--- src/rtl/random_spawner.sv ---
// Frame-paced spawn generator: every FRAMES_PER_SPAWN frames it requests a random
// value, maps it to a lane and offers the lane on a valid/ready handshake.
// Optional macro SPAWN_NO_REPEAT_EN bumps a lane that repeats the previous accepted one.
module random_spawner #(
  parameter int SIZE_BITS        = 8,
  parameter int FRAMES_PER_SPAWN = 60,
  parameter int NUM_LANES        = 5,
  parameter int LANE_WIDTH       = 128,
  parameter int X_OFFSET         = 32
) (
  input  logic                 clk,
  input  logic                 reset,
  input  logic                 startOfFrame,
  input  logic                 enable,
  output logic                 rnd_rise,
  input  logic [SIZE_BITS-1:0] rnd_dout,
  output logic                 spawn_valid,
  input  logic                 spawn_ready,
  output logic [2:0]           spawn_lane,
  output logic [10:0]          spawn_x,
  output logic [7:0]           spawn_count
);

  localparam int CW = (FRAMES_PER_SPAWN > 1) ? $clog2(FRAMES_PER_SPAWN) : 1;
  localparam int PW = SIZE_BITS + 4;

  typedef enum logic [2:0] {
    S_IDLE, S_WAIT, S_REQ, S_LATCH, S_SAMPLE, S_OFFER
  } state_t;

  state_t          r_state;
  state_t          w_next;
  logic [CW-1:0]   r_frames;
  logic            r_rnd_rise;
  logic            r_spawn_valid;
  logic [2:0]      r_spawn_lane;
  logic [10:0]     r_spawn_x;
  logic [7:0]      r_spawn_count;
  logic [PW-1:0]   w_prod;
  logic [2:0]      w_map;
  logic [2:0]      w_lane;
  logic [10:0]     w_x;
  logic            w_hs;
  logic            w_frame_tc;

  // Scaled-multiply lane mapping keeps the result strictly below NUM_LANES.
  assign w_prod = PW'(rnd_dout) * PW'(NUM_LANES);
  assign w_map  = 3'(w_prod >> SIZE_BITS);

`ifdef SPAWN_NO_REPEAT_EN
  logic [2:0] r_last_lane;

  always_comb begin
    w_lane = w_map;
    if (w_map == r_last_lane)
      w_lane = (w_map == 3'(NUM_LANES - 1)) ? 3'd0 : w_map + 3'd1;
  end

  always_ff @(posedge clk) begin
    if (reset)
      r_last_lane <= 3'(NUM_LANES - 1);
    else if (w_hs)
      r_last_lane <= r_spawn_lane;
  end
`else
  assign w_lane = w_map;
`endif

  assign w_x        = 11'(X_OFFSET) + 11'(LANE_WIDTH) * {8'd0, w_lane};
  assign w_hs       = (r_state == S_OFFER) && spawn_ready;
  assign w_frame_tc = (r_frames == CW'(FRAMES_PER_SPAWN - 1));

  always_ff @(posedge clk) begin
    if (reset)
      r_state <= S_IDLE;
    else
      r_state <= w_next;
  end

  always_comb begin
    w_next = r_state;
    case (r_state)
      S_IDLE:   if (enable) w_next = S_WAIT;
      S_WAIT: begin
        if (!enable)
          w_next = S_IDLE;
        else if (startOfFrame && w_frame_tc)
          w_next = S_REQ;
      end
      S_REQ:    w_next = S_LATCH;
      S_LATCH:  w_next = S_SAMPLE;
      S_SAMPLE: w_next = S_OFFER;
      S_OFFER:  if (spawn_ready) w_next = enable ? S_WAIT : S_IDLE;
      default:  w_next = S_IDLE;
    endcase
  end

  always_ff @(posedge clk) begin
    if (reset) begin
      r_frames      <= '0;
      r_rnd_rise    <= 1'b0;
      r_spawn_valid <= 1'b0;
      r_spawn_lane  <= 3'd0;
      r_spawn_x     <= 11'(X_OFFSET);
      r_spawn_count <= 8'd0;
    end else begin
      r_rnd_rise    <= (w_next == S_REQ);
      r_spawn_valid <= (w_next == S_OFFER);
      // Held at zero outside WAIT so every entry into WAIT starts a fresh count.
      if (r_state != S_WAIT)
        r_frames <= '0;
      else if (startOfFrame)
        r_frames <= r_frames + CW'(1);
      if (r_state == S_SAMPLE) begin
        r_spawn_lane <= w_lane;
        r_spawn_x    <= w_x;
      end
      if (w_hs)
        r_spawn_count <= r_spawn_count + 8'd1;
    end
  end

  assign rnd_rise    = r_rnd_rise;
  assign spawn_valid = r_spawn_valid;
  assign spawn_lane  = r_spawn_lane;
  assign spawn_x     = r_spawn_x;
  assign spawn_count = r_spawn_count;

endmodule
--- config.mk ---
export PLATFORM = sky130hd
export DESIGN_NAME = random_spawner
export DESIGN_NICKNAME = d
export VERILOG_FILES = /design/src/rtl/random_spawner.sv
export SDC_FILE = /design/constraint.sdc
export NUM_CORES = 1
export LEC_CHECK = 0
export ABC_AREA = 1
export CORE_ASPECT_RATIO = 2
export CORE_UTILIZATION = 51
export DETAILED_ROUTE_END_ITERATION = 12
export PLACE_DENSITY = 0.92
export SYNTH_ARGS = -nofsm -noshare
export SYNTH_HDL_FRONTEND = slang
export SYNTH_SLANG_ARGS = --single-unit
--- constraint.sdc ---
create_clock -name clk -period 4.3 [get_ports clk]
set_input_delay 0.86 -clock clk [delete_from_list [all_inputs] [get_ports clk]]
set_output_delay 0.86 -clock clk [all_outputs]
set_load 0.02 [all_outputs]
==> results.py <==
metrics = {
    "clocking": {
        "cts_resized": 0,
        "clk_pin_slew_ps": 70,
        "h-tree-depth": 1,
        "clock_tree.root_cell": "clkbuf_8",
        "cts.sinks": 22,
        "cts_tree": "yes",
        "cts_buffer_depth": 2,
        "postCtsHoldBufs": 0,
        "clk_latency_ps": 260,
        "post-cts-setup-buffers": 0,
        "cts_buffers": 3,
    },
    "synth": {
        "muxShareOfSynthArea_pct": 0.730,
        "synth_simple_gate_area_share_pct": 31.9,
        "yosysTopAreaCell": "dfxtp_1",
        "synth_cells": 202,
        "synth.cell_area_mm2": 0.00137,
        "synth.top_cell.area_share_pct": 32.1,
        "synth_top_family_by_area": "simple AND/OR/NAND/NOR gates",
        "synth_area_leaders": "dfxtp_1 (32%), nand2_1 (14%), ha_1 (11%)",
        "avgSynthCellArea_um2": 6.79,
        "yosysSeqAreaShare_pct": 32.1,
        "yosys.cell_types.count": 23,
        "synth-xor-area-share_pct": 0.639,
        "yosys_register_bits": 22,
        "yosysWarnings": 0,
        "synth_compound_area_share_pct": 8.85,
        "synth_adder_area_share_pct": 10.9,
    },
    "finish": {
        "final_core_util_pct": 65.8,
        "drive_above_1_share_pct": 3.07,
        "fin_nets": 254,
        "layout.filler_cells": 220,
        "instances_no_fill": 256,
        "syn_to_final_growth_pct": 21.8,
        "n_antenna_cell": 0,
        "fin_area_mm2": 0.00167,
    },
    "sta": {
        "min_period_ps": 2340,
        "finalSetupTns_ps": 0,
        "rsz0062_at_grt": "false",
        "hold_violations": 0,
        "skew_ps": 1.28,
        "max_freq_ghz": 0.428,
        "setup_viol": 0,
        "drv_slew": 0,
        "fin_crit_sh_pct": 54.4,
    },
    "detailed_routing": {
        "wl_um": 2700,
        "dr.pass1.iters": 6,
        "dr_wl_met3_um": 79,
        "wl_met1_um": 985,
        "wl_per_cell_um": 10.6,
        "routed.top_layer": "met4",
        "drc_errors": 0,
        "drtIter0Drc": 22,
        "wl_met2_um": 1560,
        "ant_nets": 0,
        "vias": 1289,
        "viasPerCell": 5.04,
    },
    "floorplan": {
        "start_util_pct": 54.0,
        "die_h_um": 75.3,
        "rows": 26,
        "coreArea_mm2": 0.00254,
        "ioPinCount": 37,
        "die_w_um": 38.7,
        "die-area_mm2": 0.00291,
    },
    "worst_hold_path": {
        "hp-class": "flip-flop to flip-flop",
        "hold_path_depth": 2,
    },
    "power_and_ir_drop": {
        "irDropWorstVdd_uv": 178,
        "p_seq_share_pct": 49.7,
        "p_leak_nw": 0.788,
        "p_clk_share_pct": 35.2,
        "powerDensity_mw_per_mm2": 250,
        "combPwrFrac_pct": 15.2,
        "switching_share_pct": 24.9,
        "power.switching_mw": 0.104,
        "internal-power_mw": 0.313,
    },
    "place": {
        "placed_area_mm2": 0.00162,
        "portBuffers": 28,
        "dp.cells": 252,
        "dp_hpwl_um": 2120,
        "gp_congestion": 0.747,
    },
    "critical_path": {
        "endpoint_kind": "flip-flop",
        "worstPathMaxFanout": 3,
        "worst_setup_path_start_kind": "input port",
        "worstSetupPathType": "input port to flip-flop",
        "worstPathArrival_ps": 2510,
        "crit_required_ps": 4470,
        "reg2reg_depth": 6,
    },
    "global_route": {
        "grt_usage_pct": 20.9,
        "grt_max_degree": 13,
        "grt-ovfl-total": 0,
        "grt_pass1_wl_um": 4420,
        "antenna_found_initial": 0,
        "first_global_vias": 1208,
    },
    "run": {
        "drv_cap": 0,
    },
    "status": {
        "status": "finished, final reports clean",
    },
}
## layout make-up
type	instances	area [µm²]	area share, %
multi-input cells	147	758	45.4
well taps	28	35.0	2.10
clock buffers	4	55.1	3.30
inverters	27	101	6.07
repair buffers	28	280	16.8
flip-flops and latches	22	440	26.4
## layout by cell type (no fill, tap or decap), types with 2 or more instances in the layout
master	netlist	layout
o21ai_0	5	5
ha_1	12	12
a31oi_1	3	3
dfxtp_1	22	22
or2_0	2	2
a21oi_1	14	14
nand4_1	6	6
conb_1	2	8
nand3_1	9	9
nor2_1	29	29
inv_1	27	27
clkbuf_8	0	4
clkdlybuf4s50_1	0	28
nand2_1	50	50
## final timing paths
| check | slack [ps] | end | from |
|---|---|---|---|
| max | 1960 | spawn_x[7] | rnd_dout[5] |
| min | 480 | r_frames[5] | r_frames[5] |
| max reg2reg | 3050 | spawn_count[5] | r_state[1] |
| min reg2reg | 480 | r_frames[5] | r_frames[5] |
## power groups by stage
stage	registers [mW]	clock network (mW)	logic (mW)
3_5_place_dp	0.212	0	0.0627
6_report	0.207	0.147	0.0632
3_3_place_gp	0.212	0	0.0608
2_1_floorplan	0.211	0	0.0469
4_1_cts	0.207	0.149	0.0636
5_1_grt	0.207	0.159	0.0709
## state kept, by name, indices dropped and copies added (netlist names)
| name | count |
|---|---|
| r_frames | 6 |
| r_state | 3 |
| rnd_rise | 1 |
| spawn_count | 8 |
| spawn_valid | 1 |
| spawn_x | 3 |
## worst max-delay path, stage by stage
cell and delay (ps):
clkdlybuf4s50_1 450, ha_1 320, ha_1 330, a21oi_1 230, nand3_1 100, nand2_1 60, nand3_1 60, nand2_1 60
inv_1 30
## logic make-up after synthesis
family	Yosys count
multiplexers	1
flip-flops	22
buffers and inverters	39
XOR/XNOR	1
other	2
AO/OA/AOI/OAI	23
adder cells (fa/ha/maj)	12
AND/OR/NAND/NOR	102
## Yosys cell counts
master,instances
a21o_1,1
a21oi_1,14
a31oi_1,3
and3_1,1
buf_4,11
buf_6,1
conb_1,2
dfxtp_1,22
ha_1,12
inv_1,27
mux2i_1,1
nand2_1,50
nand2_2,1
nand3_1,9
nand3_2,1
nand4_1,6
nor2_1,29
nor2_4,1
nor3_1,1
nor3b_1,1
o21ai_0,5
or2_0,2
xor2_1,1
## per-layer routing
layer  GRT usage [%]  vias up
li1                -      677
met1            18.9      575
met2            40.6       30
met3            2.04        7
met4            13.0        0
met5               0        -
## through the flow
| step | hold WS [ps] | power (mW) | setup WS, ps |
|---|---|---|---|
| after floorplan | 453 | 0.258 | 2300 |
| after global placement | 467 | 0.272 | 1740 |
| after detailed placement | 472 | 0.274 | 1700 |
| after CTS | 483 | 0.419 | 1970 |
| after global routing | 512 | 0.437 | 1860 |
| final | 479 | 0.417 | 1960 |
No activity file was read; power rests on OpenSTA's default activity.
